### config.mk
export PLATFORM = sky130hd
export DESIGN_NAME = seven_seg_capture_flat
export DESIGN_NICKNAME = d
export VERILOG_FILES = /design/src/rtl/seven_seg_pkg.sv /design/src/rtl/seven_seg_capture_if.sv /design/src/rtl/seven_seg_capture_decode.sv /design/src/rtl/seven_seg_capture.sv /design/src/flat_wrapper.sv
export SDC_FILE = /design/constraint.sdc
export NUM_CORES = 1
export LEC_CHECK = 0
export BUFFER_PORTS_ARGS = -buffer_cell sky130_fd_sc_hd__buf_2
export CAP_MARGIN = 25
export CORE_MARGIN = 5
export CORE_UTILIZATION = 31
export DETAILED_ROUTE_END_ITERATION = 12
export GPL_TIMING_DRIVEN = 0
export PLACE_DENSITY = 0.61
export SLEW_MARGIN = 30
export SYNTH_ARGS = -nofsm -noshare
export SYNTH_HDL_FRONTEND = slang
export SYNTH_SLANG_ARGS = --single-unit
### constraint.sdc
create_clock -name clk -period 3.1 [get_ports clk]
set_clock_uncertainty 0.15 [all_clocks]
set_input_delay 0.31 -clock clk [delete_from_list [all_inputs] [get_ports clk]]
set_output_delay 0.31 -clock clk [all_outputs]
set_load 0.005 [all_outputs]
### src/rtl/seven_seg_pkg.sv
// Seven-segment pattern constants and decode helper shared by the capture block and the encoder.
// Latency: none (constants and a pure function). Backpressure: not applicable.
// Bit order: bit0 = segment a .. bit6 = segment g, active-high.
package seven_seg_pkg;

    typedef logic [6:0] seg7_t;

    typedef struct packed {
        logic       ok;
        logic [3:0] nibble;
    } seg7_dec_t;

    typedef enum logic [1:0] {
        ST_IDLE,
        ST_COUNT,
        ST_COMMITTED
    } cap_state_t;

    localparam seg7_t SEG_0     = 7'h3F;
    localparam seg7_t SEG_1     = 7'h06;
    localparam seg7_t SEG_2     = 7'h5B;
    localparam seg7_t SEG_3     = 7'h4F;
    localparam seg7_t SEG_4     = 7'h66;
    localparam seg7_t SEG_5     = 7'h6D;
    localparam seg7_t SEG_6     = 7'h7D;
    localparam seg7_t SEG_7     = 7'h07;
    localparam seg7_t SEG_8     = 7'h7F;
    localparam seg7_t SEG_9     = 7'h6F;
    localparam seg7_t SEG_A     = 7'h77;
    localparam seg7_t SEG_B     = 7'h7C;
    localparam seg7_t SEG_C     = 7'h39;
    localparam seg7_t SEG_D     = 7'h5E;
    localparam seg7_t SEG_E     = 7'h79;
    localparam seg7_t SEG_F     = 7'h71;
    localparam seg7_t SEG_BLANK = 7'h00;

    // Anything outside the sixteen glyphs (blank included) reports ok=0.
    function automatic seg7_dec_t seg7_decode(input seg7_t seg);
        seg7_dec_t d;
        d.ok = 1'b1;
        case (seg)
            SEG_0:   d.nibble = 4'h0;
            SEG_1:   d.nibble = 4'h1;
            SEG_2:   d.nibble = 4'h2;
            SEG_3:   d.nibble = 4'h3;
            SEG_4:   d.nibble = 4'h4;
            SEG_5:   d.nibble = 4'h5;
            SEG_6:   d.nibble = 4'h6;
            SEG_7:   d.nibble = 4'h7;
            SEG_8:   d.nibble = 4'h8;
            SEG_9:   d.nibble = 4'h9;
            SEG_A:   d.nibble = 4'hA;
            SEG_B:   d.nibble = 4'hB;
            SEG_C:   d.nibble = 4'hC;
            SEG_D:   d.nibble = 4'hD;
            SEG_E:   d.nibble = 4'hE;
            SEG_F:   d.nibble = 4'hF;
            default: begin
                d.ok     = 1'b0;
                d.nibble = 4'h0;
            end
        endcase
        return d;
    endfunction

endpackage

### src/rtl/seven_seg_capture_if.sv
// Bundle of the multiplexed display bus and the decoded capture results (dp lines with SEVEN_SEG_CAPTURE_DP_EN).
// Latency: none (wires only). Backpressure: none, the display bus is free-running.
// master drives the display bus and observes results; slave is the capture block.
interface seven_seg_capture_if #(
    parameter int NUM_DIGITS = 4
);
    logic [NUM_DIGITS-1:0]   an_in;
    logic [6:0]              seg_in;
    logic [4*NUM_DIGITS-1:0] value_o;
    logic [NUM_DIGITS-1:0]   digit_err_o;
    logic                    frame_valid_o;
`ifdef SEVEN_SEG_CAPTURE_DP_EN
    logic [0:0]              dp_in;
    logic [NUM_DIGITS-1:0]   dp_o;

    modport master (
        output an_in, seg_in, dp_in,
        input  value_o, digit_err_o, frame_valid_o, dp_o
    );
    modport slave (
        input  an_in, seg_in, dp_in,
        output value_o, digit_err_o, frame_valid_o, dp_o
    );
`else
    modport master (
        output an_in, seg_in,
        input  value_o, digit_err_o, frame_valid_o
    );
    modport slave (
        input  an_in, seg_in,
        output value_o, digit_err_o, frame_valid_o
    );
`endif
endinterface

### src/rtl/seven_seg_capture_decode.sv
// Combinational seven-segment pattern to hex nibble decoder.
// Latency: 0 cycles. Backpressure: none.
// ok=0 flags a pattern that is not one of the sixteen hex glyphs.
module seven_seg_decode
    import seven_seg_pkg::*;
(
    input  seg7_t      seg,
    output logic       ok,
    output logic [3:0] nibble
);
    seg7_dec_t dec;

    assign dec    = seg7_decode(seg);
    assign ok     = dec.ok;
    assign nibble = dec.nibble;
endmodule

### src/rtl/seven_seg_capture.sv
// Captures a multiplexed seven-segment bus into NUM_DIGITS hex nibbles; SEVEN_SEG_CAPTURE_DP_EN adds dp capture.
// Latency: commit lands STABLE_CYCLES+2 edges after the raw bus settles (2 sync + stability count).
// Backpressure: none; the bus is sampled every cycle and results are plain registers plus a frame pulse.
module seven_seg_capture
    import seven_seg_pkg::*;
#(
    parameter int NUM_DIGITS    = 4,
    parameter int STABLE_CYCLES = 8
) (
    input  logic               clk,
    input  logic               rst_n,
    seven_seg_capture_if.slave bus
);
    localparam int             CW      = $clog2(STABLE_CYCLES + 1);
    localparam logic [CW-1:0]  CNT_MAX = CW'(STABLE_CYCLES);
`ifdef SEVEN_SEG_CAPTURE_DP_EN
    localparam int             PW      = NUM_DIGITS + 8;
`else
    localparam int             PW      = NUM_DIGITS + 7;
`endif

    logic [PW-1:0]           raw, sync1, sync2, prev;
    logic [NUM_DIGITS-1:0]   an_s;
    seg7_t                   seg_s;
    logic                    dec_ok;
    logic [3:0]              dec_nib;
    logic                    onehot, same, commit;
    logic [CW-1:0]           cnt, cnt_inc;
    cap_state_t              state;
    logic [NUM_DIGITS-1:0]   seen, seen_nxt;
    logic [4*NUM_DIGITS-1:0] value_r;
    logic [NUM_DIGITS-1:0]   err_r;
    logic                    frame_r;

`ifdef SEVEN_SEG_CAPTURE_DP_EN
    logic [NUM_DIGITS-1:0]   dp_r;
    assign raw      = {bus.dp_in, bus.seg_in, bus.an_in};
    assign bus.dp_o = dp_r;
`else
    assign raw      = {bus.seg_in, bus.an_in};
`endif

    assign an_s  = sync2[NUM_DIGITS-1:0];
    assign seg_s = sync2[NUM_DIGITS +: 7];

    seven_seg_decode u_decode (
        .seg    (seg_s),
        .ok     (dec_ok),
        .nibble (dec_nib)
    );

    always_comb begin
        onehot   = $onehot(an_s);
        same     = (sync2 == prev);
        cnt_inc  = (cnt == CNT_MAX) ? cnt : cnt + 1'b1;
        commit   = onehot && same && (state != ST_COMMITTED) && (cnt_inc == CNT_MAX);
        seen_nxt = seen | (commit ? an_s : '0);
    end

    always_ff @(posedge clk or negedge rst_n) begin
        if (!rst_n) begin
            sync1   <= '0;
            sync2   <= '0;
            prev    <= '0;
            cnt     <= '0;
            state   <= ST_IDLE;
            seen    <= '0;
            value_r <= '0;
            err_r   <= '0;
            frame_r <= 1'b0;
`ifdef SEVEN_SEG_CAPTURE_DP_EN
            dp_r    <= '0;
`endif
        end else begin
            sync1 <= raw;
            sync2 <= sync1;
            prev  <= sync2;

            // A changed but valid sample is itself the first of a new dwell, hence count=1.
            if (!onehot) begin
                state <= ST_IDLE;
                cnt   <= '0;
            end else if (!same) begin
                state <= ST_IDLE;
                cnt   <= CW'(1);
            end else if (state != ST_COMMITTED) begin
                cnt   <= cnt_inc;
                state <= commit ? ST_COMMITTED : ST_COUNT;
            end

            for (int i = 0; i < NUM_DIGITS; i++) begin
                if (commit && an_s[i]) begin
                    if (dec_ok) begin
                        value_r[4*i +: 4] <= dec_nib;
                    end
                    err_r[i] <= ~dec_ok;
`ifdef SEVEN_SEG_CAPTURE_DP_EN
                    dp_r[i]  <= sync2[PW-1];
`endif
                end
            end

            if (&seen_nxt) begin
                frame_r <= 1'b1;
                seen    <= '0;
            end else begin
                frame_r <= 1'b0;
                seen    <= seen_nxt;
            end
        end
    end

    assign bus.value_o       = value_r;
    assign bus.digit_err_o   = err_r;
    assign bus.frame_valid_o = frame_r;
endmodule
### src/flat_wrapper.sv
// flat-port wrapper written by rule: the top's interface ports become plain ports
module seven_seg_capture_flat import seven_seg_pkg::*;
#(
    parameter int NUM_DIGITS    = 4,
    parameter int STABLE_CYCLES = 8
)
  (clk, rst_n, bus_an_in, bus_seg_in, bus_value_o, bus_digit_err_o, bus_frame_valid_o);
  seven_seg_capture_if #(.NUM_DIGITS(NUM_DIGITS)) bus_i ();
  input  logic clk;
  input  logic rst_n;
  input wire logic [$bits(bus_i.an_in)-1:0] bus_an_in;
  input wire logic [$bits(bus_i.seg_in)-1:0] bus_seg_in;
  output wire logic [$bits(bus_i.value_o)-1:0] bus_value_o;
  output wire logic [$bits(bus_i.digit_err_o)-1:0] bus_digit_err_o;
  output wire logic [$bits(bus_i.frame_valid_o)-1:0] bus_frame_valid_o;
  assign bus_i.an_in = bus_an_in;
  assign bus_i.seg_in = bus_seg_in;
  assign bus_value_o = bus_i.value_o;
  assign bus_digit_err_o = bus_i.digit_err_o;
  assign bus_frame_valid_o = bus_i.frame_valid_o;
  seven_seg_capture #(.NUM_DIGITS(NUM_DIGITS), .STABLE_CYCLES(STABLE_CYCLES)) u_core (.clk(clk), .rst_n(rst_n), .bus(bus_i));
endmodule
==> impl_metrics.csv <==
group,metric,value,unit
pwr,ir_worst_vdd,285.8,µV
pwr,powerDensity,490.5,nW/µm²
sta,fmax,332.4,MHz
floorplanning,fp.dieArea,11000,µm²
sta,maxSlewViolCount,0,
grt,grt_pass1_wl,10.21,mm
sta,final-setup-viol-count,0,
run_status,status,"complete, no violations",
route,detail-route-antenna-nets,0,
place,post-place-ws,-200.6,ps
setup_path,cp-end-kind,"flop",
place,hpwl,4.065,mm
route,wl,6.102,mm
pwr,p_int,1.312,mW
job,max-cap-violations,0,
route,drc,0,
place,gp_congestion,0.7890,
clock_tree,cts_tree,"done",
synthesis,synthArstFlopShare,100.0,%
clock_tree,h-tree-depth,3,
synthesis,yosys.area.top_type,"dfrtp_1",
clock_tree,clk_pin_slew,80,ps
layout,fillers,844,
setup_path,critical_path_class,"reg -> reg",
floorplanning,initial_utilization,31.85,%
floorplanning,row_count,34,
worst_hold_path,min_path_type,"reg -> reg",
sta,period_share,97.06,%
route,first_pass_iters,4,
pwr,swShare,25.66,%
synthesis,ys_seq_area_share,57.37,%
layout,area_growth,28.87,%
pwr,finalPower,1.765,mW
pwr,switchingPower,0.4529,mW
sta,setup_tns,0,ps
grt,grt_overflow,0,
sta,finalHoldViolations,0,
synthesis,ys_top_cells_by_area,"dfrtp_1 (57%), o2bb2ai_1 (3.8%), xnor2_1 (3.8%), mux2_2 (3.2%), ha_1 (2.2%)",
floorplanning,die_w,104.9,µm
route,vias,1982,
synthesis,synth_top_area_share,57.37,%
place,port_buffers,33,
clock_tree,cts.sinks,64,
setup_path,required,3190,ps
synthesis,syn_avg_cell_area,12.92,µm²
synthesis,synth-edff-count,0,
synthesis,synthCells,216,
route,wl_per_cell,15.26,µm
sta,maxSlewHeadroom,52.54,%
clock_tree,clk_latency,340,ps
synthesis,ys_types,49,
layout,num_antenna_cells,0,
clock_tree,cts_buffers,9,
setup_path,cp-start-kind,"flop",
grt,track_usage,11.56,%
route,via_per_inst,4.955,
layout,fin_area,3597,µm²
layout,fin_nets,306,
setup_path,cp.arrival,3100,ps
layout,regArea,1607,µm²
sta,period_minus_slack,3009,ps
synthesis,ys.flop_type,"dfrtp_1",
clock_tree,root_buffer,"clkbuf_8",
grt,grt_max_degree,43,
route,drt_iter0_drc,154,
place,postPlaceCellArea,3114,µm²
setup_path,critPathMaxFanout,5,
layout,drive_above_1_share,37.33,%
floorplanning,die_h,104.9,µm
sta,tightest_slew,704.4,ps
pwr,clkPwrFrac,41.3,%
synthesis,synth_seq_cells,64,
pwr,p_leak,1.598,nW
pwr,seq_power_share,49.6,%
synthesis,syn-cell-area,2791,µm²
floorplanning,io_pins,34,
clock_tree,cts_buffer_depth,2,
grt,first_global_vias,2063,
layout,multi_input_area,1121,µm²
sta,hold_slack,200.0,ps
synthesis,synth_fp_nets,235,
pwr,combinationalPowerShare,9.1,%
floorplanning,core,8763,µm²
sta,worst_slack,91.25,ps
grt,antenna_found_initial,0,
synthesis,ys.warnings.count,0,
Yosys cell counts, types with 2 or more instances:
library cell / instances
ha_1: 5
nand2_1: 9
nand3_1: 11
a211o_1: 2
xnor2_1: 12
dfrtp_1: 64
o21ai_0: 4
or4b_1: 2
mux2_2: 8
nor4_4: 2
and3b_1: 2
o2111ai_2: 4
a21oi_1: 6
o2bb2ai_1: 12
a31oi_1: 9
nor3_1: 3
nor2_1: 7
nand4_1: 2
buf_2: 6
xor2_1: 2
a31o_2: 4
nand3b_1: 3
inv_1: 4
buf_6: 4
nand2b_1: 2
and2_1: 4
state kept, by name, summed over array words and instances (netlist names):
| register | cells |
|---|---|
| u_core.state | 2 |
| u_core.cnt | 4 |
| u_core.seen | 4 |
| u_core.bus.value_o | 16 |
| u_core.bus.frame_valid_o | 1 |
| u_core.sync1 | 11 |
| u_core.sync2 | 11 |
| u_core.bus.digit_err_o | 4 |
| u_core.prev | 11 |
cells in the final DEF (no fill, tap or decap), drive strengths merged, types with 2 or more instances in the layout:
cell type / count
nor4: 3
xor2: 2
mux2: 8
a31oi: 9
nor3: 3
o2bb2ai: 12
a21oi: 6
clkbuf: 11
clkinv: 4
nand2: 10
buf: 57
o21ai: 4
dlygate4sd3: 12
a31o: 4
or2: 2
nand2b: 2
nor2: 7
a211o: 2
and3b: 2
ha: 5
inv: 6
a211oi: 2
o2111ai: 4
nand4: 3
dfrtp: 64
and2: 4
or4b: 2
nand3b: 3
nand3: 11
xnor2: 12
metrics by stage:
stage | utilization (%) | instances
global route | 41.05 | 400
global placement | 35.28 | 357
CTS | 39.71 | 390
detailed placement | 35.54 | 358
finish | 41.05 | 400
floorplan | - | 216
final timing paths:
path                                  from                        end  slack, ps  cells past startpoint
setup / recovery           u_core.sync2[0]  u_core.bus.digit_err_o[1]         90                      9
hold / removal             u_core.sync1[6]            u_core.sync2[6]        200                      0
setup reg to reg           u_core.sync2[0]  u_core.bus.digit_err_o[1]         90                      9
hold reg to reg            u_core.sync1[6]            u_core.sync2[6]        200                      0
max in group asynchronous            rst_n            u_core.sync2[0]       2040                      3
min in group asynchronous            rst_n             u_core.prev[5]        240                      2
kinds of logic (layout without fill, tap and decap cells):
logic type	count (synthesis)	in the layout	synth area share [%]
mux	8	8	3.227
fa+ha+maj	7	7	3.317
compound gates	51	51	15.02
flops	64	64	57.37
xor+xnor	14	14	4.393
buf+inv	15	91	3.361
simple gates	57	57	13.31
metal layers:
metal  vias up  GRT usage, %  routed length, µm
li1        942             -                  -
met1       983         14.34               2696
met2        46         19.15               3085
met3        11         3.268                214
met4         0         4.292                105
met5         -             0                  0
area by class of cell:
cell class / instances / area share, %
flip-flops and latches: 64 / 44.66
multi-input cells: 137 / 31.17
repair buffers: 60 / 12.07
well taps: 108 / 3.757
clock buffers: 9 / 3.443
plain buffers: 11 / 2.296
clock inverters: 7 / 2.191
inverters: 4 / 0.4174
critical path, cell delays in order (launching register included):
cell	delay (ps)
dfrtp_2	440
ha_1	300
ha_1	190
fa_1	450
nor3b_2	240
nand2_2	130
nor4_4	290
buf_6	170
nand3_1	200
mux2_2	340
power by group through the flow:
| stage | combinational [mW] | sequential (mW) | clock (mW) |
|---|---|---|---|
| final | 0.161 | 0.876 | 0.728 |
| after global placement | 0.121 | 0.896 | 0 |
| after CTS | 0.152 | 0.878 | 0.745 |
| after global routing | 0.179 | 0.879 | 0.786 |
| after floorplan | 0.0823 | 0.890 | 0 |
| after detailed placement | 0.128 | 0.896 | 0 |
what timing repair did:
action,CTS,global route
cloned,0,1
hold endpoints to repair,33,0
setup buffers,4,9
hold buffers,12,0
endpoints found under the setup margin,25,20
pin swaps,2,3
gates resized for setup,6,5
No activity file was read; power rests on OpenSTA's default activity.
